===== src/rtl/sub_pkg.sv =====
// Shared constants and state encoding for the bit-serial subtractor.
package sub_pkg;
  localparam int unsigned WIDTH = 8;
  localparam int unsigned CNT_W = $clog2(WIDTH) + 1;

  typedef enum logic [1:0] {
    IDLE = 2'd0,
    RUN  = 2'd1,
    DONE = 2'd2
  } state_t;
endpackage


===== src/rtl/sub_serial_if.sv =====
// Operand/result handshake bundle between requester and the serial subtractor.
interface sub_serial_if
  import sub_pkg::*;
();
  logic             start;
  logic [WIDTH-1:0] a;
  logic [WIDTH-1:0] b;
  logic             bin;
  logic             busy;
  logic             done;
  logic [WIDTH-1:0] diff;
  logic             bout;
  logic             ovf;

  modport master (output start, a, b, bin, input  busy, done, diff, bout, ovf);
  modport slave  (input  start, a, b, bin, output busy, done, diff, bout, ovf);
endinterface


===== src/rtl/full_sub1.sv =====
// Gate-level single-bit full subtractor: d = a - b - bin, bout = borrow out.
module full_sub1 (
  input  logic a,
  input  logic b,
  input  logic bin,
  output logic d,
  output logic bout
);
  assign d    = a ^ b ^ bin;
  assign bout = (~a & b) | (~a & bin) | (b & bin);
endmodule


===== src/rtl/sub_serial.sv =====
// Bit-serial subtractor: a - b - bin, LSB first through one full-subtractor
// cell, sequenced by a start/busy/done handshake.
module sub_serial
  import sub_pkg::*;
(
  input  logic         clk,
  input  logic         reset,
  sub_serial_if.slave  s
);
  state_t           r_state;
  logic [CNT_W-1:0] r_cnt;
  logic [WIDTH-1:0] r_a;
  logic [WIDTH-1:0] r_b;
  logic [WIDTH-1:0] r_res;
  logic             r_br;
  logic             r_busy;
  logic             r_done;
  logic [WIDTH-1:0] r_diff;
  logic             r_bout;
  logic             r_ovf;

  logic             w_d;
  logic             w_bout;
  logic             w_last;

  full_sub1 u_cell (
    .a    (r_a[0]),
    .b    (r_b[0]),
    .bin  (r_br),
    .d    (w_d),
    .bout (w_bout)
  );

  assign w_last = (r_cnt == CNT_W'(WIDTH - 1));

  // r_br holds the borrow entering the current bit; on the last bit that is
  // the borrow into the MSB, which together with the MSB borrow-out gives ovf.
  always_ff @(posedge clk or posedge reset) begin
    if (reset) begin
      r_state <= IDLE;
      r_cnt   <= '0;
      r_a     <= '0;
      r_b     <= '0;
      r_res   <= '0;
      r_br    <= 1'b0;
      r_busy  <= 1'b0;
      r_done  <= 1'b0;
      r_diff  <= '0;
      r_bout  <= 1'b0;
      r_ovf   <= 1'b0;
    end else begin
      r_done <= 1'b0;
      case (r_state)
        IDLE, DONE: begin
          if (s.start) begin
            r_a     <= s.a;
            r_b     <= s.b;
            r_br    <= s.bin;
            r_res   <= '0;
            r_cnt   <= '0;
            r_busy  <= 1'b1;
            r_state <= RUN;
          end else begin
            r_state <= IDLE;
          end
        end
        RUN: begin
          r_a   <= r_a >> 1;
          r_b   <= r_b >> 1;
          r_br  <= w_bout;
          r_res <= {w_d, r_res[WIDTH-1:1]};
          r_cnt <= r_cnt + CNT_W'(1);
          if (w_last) begin
            r_diff  <= {w_d, r_res[WIDTH-1:1]};
            r_bout  <= w_bout;
            r_ovf   <= r_br ^ w_bout;
            r_busy  <= 1'b0;
            r_done  <= 1'b1;
            r_state <= DONE;
          end
        end
        default: begin
          r_busy  <= 1'b0;
          r_state <= IDLE;
        end
      endcase
    end
  end

  assign s.busy = r_busy;
  assign s.done = r_done;
  assign s.diff = r_diff;
  assign s.bout = r_bout;
  assign s.ovf  = r_ovf;
endmodule


===== src/flat_wrapper.sv =====
// flat-port wrapper written by rule: the top's interface ports become plain ports
module sub_serial_flat import sub_pkg::*;
  (clk, reset, s_start, s_a, s_b, s_bin, s_busy, s_done, s_diff, s_bout, s_ovf);
  sub_serial_if s_i ();
  input  logic clk;
  input  logic reset;
  input wire logic [$bits(s_i.start)-1:0] s_start;
  input wire logic [$bits(s_i.a)-1:0] s_a;
  input wire logic [$bits(s_i.b)-1:0] s_b;
  input wire logic [$bits(s_i.bin)-1:0] s_bin;
  output wire logic [$bits(s_i.busy)-1:0] s_busy;
  output wire logic [$bits(s_i.done)-1:0] s_done;
  output wire logic [$bits(s_i.diff)-1:0] s_diff;
  output wire logic [$bits(s_i.bout)-1:0] s_bout;
  output wire logic [$bits(s_i.ovf)-1:0] s_ovf;
  assign s_i.start = s_start;
  assign s_i.a = s_a;
  assign s_i.b = s_b;
  assign s_i.bin = s_bin;
  assign s_busy = s_i.busy;
  assign s_done = s_i.done;
  assign s_diff = s_i.diff;
  assign s_bout = s_i.bout;
  assign s_ovf = s_i.ovf;
  sub_serial u_core (.clk(clk), .reset(reset), .s(s_i));
endmodule

===== config.mk =====
export PLATFORM = sky130hd
export DESIGN_NAME = sub_serial_flat
export DESIGN_NICKNAME = d
export VERILOG_FILES = /design/src/rtl/sub_pkg.sv /design/src/rtl/sub_serial_if.sv /design/src/rtl/full_sub1.sv /design/src/rtl/sub_serial.sv /design/src/flat_wrapper.sv
export SDC_FILE = /design/constraint.sdc
export NUM_CORES = 1
export LEC_CHECK = 0
export CAP_MARGIN = 20
export CORE_ASPECT_RATIO = 1.2
export CORE_MARGIN = 4
export CORE_UTILIZATION = 45
export DETAILED_ROUTE_END_ITERATION = 16
export PLACE_DENSITY_LB_ADDON = 0.2
export SYNTH_ARGS = -nofsm -noshare
export SYNTH_HDL_FRONTEND = slang
export SYNTH_SLANG_ARGS = --single-unit

===== constraint.sdc =====
create_clock -name clk -period 1.7 [get_ports clk]
set_clock_uncertainty 0.15 [all_clocks]
set_input_delay 0.34 -clock clk [delete_from_list [all_inputs] [get_ports clk]]
set_output_delay 0.34 -clock clk [all_outputs]
set_load 0.01 [all_outputs]

Word level (Yosys, flattened, before mapping):

Index checks and enable logic that the tools add are counted.

* add/subtract/negate cells: 1
* eq/ne operators: 5
* multiplexer cells: 18
* reductions and logical operators: 6
* bitwise logic cells: 9

Operators with widths (number)
* case mux 8 bit (2 select lines): 3
* two-way mux 8 bit: 3
* case mux 4 bit (2 select lines): 1
* two-way mux 1 bit: 6
* AND reduction 2 bit: 3
* adder 4 x 1 -> 4 bit, second input constant: 1
* == test 4 x 3 -> 1 bit, second input constant: 1
* two-way mux 4 bit: 1
* case mux 1 bit (2 select lines): 2
* case mux 2 bit (2 select lines): 1
* AND 1 bit: 3
* bitwise XOR 1 bit: 3
* == test 2 x 1 -> 1 bit, second input constant: 1
* == test 2 bit, second input constant: 1
* zero test 2 bit: 1
* two-way mux 2 bit: 1
* != test 2 x 1 -> 1 bit, second input constant: 1
* != test 2 bit, second input constant: 1
* OR 1 bit: 2
* nonzero test 2 bit: 1
* OR reduction 2 bit: 1
* inverter 1 bit: 1

* bits in registers: 43
* input port bits: 20

Longest topological paths before layout:

* word-level depth: 5
* gate-level depth with buffers: 5
* depth with buffers taken out: 4

Cells and area by module:

A second synthesis with hierarchy kept.

* cells, all modules: 123
* area, all modules: 1818.0 µm²

Modules (own cells, without submodules)
* sub_serial: area an instance 1790.5 µm², cells each 120, instances 1, sequential area each 1051.0 µm²
* full_sub1: area an instance 27.5 µm², cells each 3, instances 1, sequential area each 0.0 µm²

Least setup slack after synthesis:

Ideal clock, no wire load.

* path type: reg-to-reg
* start: reg u_core.r_cnt[0]
* end: reg u_core.r_diff[0], in the netlist u_core.s.diff[0]
* path slack: 0.064 ns
* clock period less this slack: 1.636 ns
* path buffers: 1
* arrival time: 1.361 ns
* required time: 1.425 ns
* stages on the path, launching flop included: 6
* setup time: 0.125 ns
* cells stage by stage: dfrtp_1 ha_1 and3b_4 and2_4 buf_6 mux2_4

* cells in the longest elaborated chain, start to end: 2

Ends and longest elaborated chain
* start, declared: line sub_serial.sv:11 `logic [CNT_W-1:0] r_cnt;`
* start signal, assigned: line sub_serial.sv:72 `r_cnt <= r_cnt + CNT_W'(1);`
* == test 4 x 3 -> 1 bit: line sub_serial.sv:34 `assign w_last = (r_cnt == CNT_W'(WIDTH - 1));`
* AND reduction 2 bit (no source line)
* end signal, assigned: line sub_serial.sv:74 `r_diff <= {w_d, r_res[WIDTH-1:1]};`
* end, declared: line sub_serial.sv:18 `logic [WIDTH-1:0] r_diff;`

Every way passes these cells.
A chain may end at the register's enable or synchronous reset.

Worst setup path after layout:

* start: reg u_core.r_done, in the netlist u_core.s.done
* end: out s_done

RTL lines
* start, declared: line sub_serial.sv:17 `logic r_done;`
* start signal, assigned: line sub_serial.sv:47 `r_done <= 1'b0;`
* start signal, assigned: line sub_serial.sv:52 `r_done <= 1'b0;`
* start signal, assigned: line sub_serial.sv:78 `r_done <= 1'b1;`
* end, declared: line flat_wrapper.sv:12 `output wire logic [$bits(s_i.done)-1:0] s_done;`

No word-level cell between the ends.

==> results.md <==
- Status: complete, no violations
- Least-Margin Pin Slew: 0.339 ns
- Mapped cell area: 1760 um2
- Final-layout fill cell count: 322
- Xor and xnor area share after synthesis: 0.498%
- DIE WIDTH: 65.1 um
- Post-synthesis async set-or-reset flop share: 100%
- Slowest library cell on the worst path: clkdlybuf4s50_1
- Yosys Warn Count: 0
- Drt initial violations: 84
- Util after Layout: 63.9%
- Place WS: -0.108 ns
- Combinational fraction of design power: 42.0%
- Share of cells above drive strength 1: 18.6%
- Via count: 1,271
- Synth cell types: 31
- H-tree levels: 2
- Setup CP Type: reg2out
- Clock Latency Late Sink: 0.29 ns
- Core area: 3690 um2
- CP Buf/Inv Count: 1
- Reg clk slew, reported paths: 0.08 ns
- #FFs+latches synth: 42
- Endpoint class of the critical path: output pin
- Lkg Pwr: 1.19 nW
- Post-DP HPWL: 2.61 mm
- Initial antenna violation count: 0
- # rows: 24
- Average cell area after synthesis: 12.4 um2
- Switch share: 33.7%
- Mux contribution to synthesized area: 7.75%
- Top Ports: 32
- Max Cap Viol: 0
- Worst Path Arrival: 1.13 ns
- Fin nets: 209
- VDD IR max: 0.883 mV
- CP delay by family, top: buffers and inverters
- Starting Density: 47.7%
- Worst Hold Class: in2async
- Root buf cell: clkbuf_8
- Crit-path max FO: 1
- Main synth FF type: dfrtp_1
- PortBufs: 31
- Residual DRC count: 0
- Compound-Gate Fraction of Synth Area: 14.4%
- Post-synthesis adder-cell area fraction: 1.85%
- Switching pwr: 1.46 mW
- Crit-path max cell delay: 0.52 ns
- Via density: 5.30
- CP required: 1.21 ns
- Overflow after GRT: 0
- Clock Power Share: 17.7%
- Multi-input logic area: 658 um2
- Post-route setup slack: 0.0781 ns
- Die Y: 76.5 um
- GPL Wtd Cong: 0.804
- Peak Freq: 617 MHz
- Largest net degree at the start of global routing: 43
- Routed len/inst: 15.9 um
- Global-route usage over all layers: 16.5%
- Die footprint: 4980 um2
- Minimum clock period: 1.62 ns
- Area growth, synth to finish: 34.0%
- Hold Vio Cnt, Final: 0
- TritonRoute pass-1 iters: 4
- Worst setup SP type: flip-flop
- CTS Sinks: 42
- Detail Route Antenna Nets: 0
- Slew HR: 77.4%
- N_diodes: 0
- Crit path cell chain: clkdlybuf4s50_1
- Setup-failing EPs final: 0
- Hold buffers post-CTS: 0
- Sequential power share: 40.3%
- Number of global-route vias before repair: 1,305
- Combinational family with the most area after synthesis: compound AO/OA/AOI/OAI gates
- Final WL: 3.81 mm
- Seq/Total Area, Yosys: 59.7%
- Int Power: 2.87 mW
- Synth Area in Simple Gates: 12.3%
- FF+latch area: 1050 um2
- Syn_nets: 164
- CTS tree: built
- Max-slew violation count: 0
- EDFF count, synth: 0
- Final period utilization: 95.4%
- Mapped Cells: 142
- CTS Buffer Depth: 2
- First-pass GRT wire length: 6.44 mm
- RSZ-0062 raised after global routing: no
- TritonCTS buffer count: 5
- Power Density: 1830 nW/um2
## worst min-delay path, stage by stage
cell and delay (ns):
clkdlybuf4s50_1 0.40, inv_1 0.09, buf_12 0.24
## state kept, by name, indices dropped and copies added, names as in the netlist
name / flops
u_core.r_a: 8
u_core.r_b: 8
u_core.r_br: 1
u_core.r_cnt: 4
u_core.r_res: 7
u_core.r_state: 2
u_core.s.bout: 1
u_core.s.busy: 1
u_core.s.diff: 8
u_core.s.done: 1
u_core.s.ovf: 1
## per-stage QoR
step           TNS, ns  power (mW)  hold slack, ns  instance area, um2  std cells
2_1_floorplan        0        2.83           0.288                1760        142
3_3_place_gp    -0.751        3.49           0.303                2200        229
3_5_place_dp     -1.28        3.58           0.333                2200        229
4_1_cts              0        4.38           0.271                2320        239
5_1_grt              0        4.63           0.294                2360        240
6_report             0        4.32           0.261                2360        240
## cells in the final DEF (no fill, tap or decap), types with 2 or more instances in the layout
| master | count |
|---|---|
| a21oi_1 | 4 |
| dlymetal6s2s_1 | 11 |
| nand2_1 | 15 |
| mux2i_1 | 2 |
| mux2_4 | 7 |
| nand3_1 | 15 |
| inv_1 | 2 |
| nand2b_1 | 2 |
| o21ai_0 | 3 |
| dfrtp_1 | 42 |
| clkbuf_1 | 2 |
| clkbuf_8 | 5 |
| a22oi_1 | 14 |
| a22o_1 | 10 |
| buf_4 | 15 |
| clkdlybuf4s50_1 | 20 |
## layer usage
layer | GRT usage, % | part of all wire, % | wire length [um]
met4 | 4.98 | 0.92 | 35
met1 | 22.1 | 45 | 1710
met2 | 26.6 | 50 | 1930
met5 | 0 | 0 | 0
met3 | 3.83 | 3.8 | 144
## synthesized netlist by cell type (all sizes together), types with 2 or more instances
library cell	count	area, um2
dfrtp	42	1050
nand2	15	56.3
nand3	15	75.1
a22oi	14	105
a22o	10	87.6
buf	9	50.0
mux2	8	116
a21oi	4	20.0
o21ai	3	15.0
and2	2	15.0
inv	2	7.51
mux2i	2	20.0
nand2b	2	12.5
nor2b	2	15.0
## area by class of cell
| type | count | area share, % |
|---|---|---|
| flip-flops and latches | 42 | 44.6 |
| multi-input cells | 89 | 27.9 |
| repair buffers | 47 | 19.9 |
| clock buffers | 7 | 3.24 |
| well taps | 52 | 2.76 |
| clock inverters | 1 | 1.27 |
| inverters | 2 | 0.318 |
## cells by family (layout without fill, tap and decap cells)
kind of cell             count (synthesis)  in the layout
AND/OR/NAND/NOR                         41             42
XOR/XNOR                                 1              1
adder cells (fa/ha/maj)                  2              2
multiplexers                            10             10
buffers and inverters                   12             57
AO/OA/AOI/OAI                           34             34
flip-flops                              42             42
## repair_timing
action	CTS	global route
resized for setup	0	12
buffers inserted	1	1
cloned	1	0
setup endpoints to repair	1	15
## worst paths after layout
path,from,end,slack (ns),cells past startpoint
max,u_core.s.done$_DFF_PP0_,s_done,0.08,1
min,reset,u_core.r_res[1]$_DFFE_PP0P_,0.26,3
max reg2reg,u_core.r_cnt[1]$_DFFE_PP0P_,u_core.s.bout$_DFFE_PP0P_,0.08,4
min reg2reg,u_core.s.busy$_DFFE_PP0P_,u_core.s.busy$_DFFE_PP0P_,0.34,1
max in group asynchronous,reset,u_core.r_cnt[2]$_DFFE_PP0P_,0.93,3
min in group clk,u_core.s.busy$_DFFE_PP0P_,u_core.s.busy$_DFFE_PP0P_,0.34,1
## power by group through the flow
stage          Clock, mW  Combinational (mW)  Sequential, mW
4_1_cts            0.781                1.86            1.74
5_1_grt            0.842                2.00            1.80
2_1_floorplan          0                1.08            1.75
3_5_place_dp           0                1.83            1.76
6_report           0.764                1.82            1.74
3_3_place_gp           0                1.76            1.73
No activity file was read; power rests on OpenSTA's default activity.
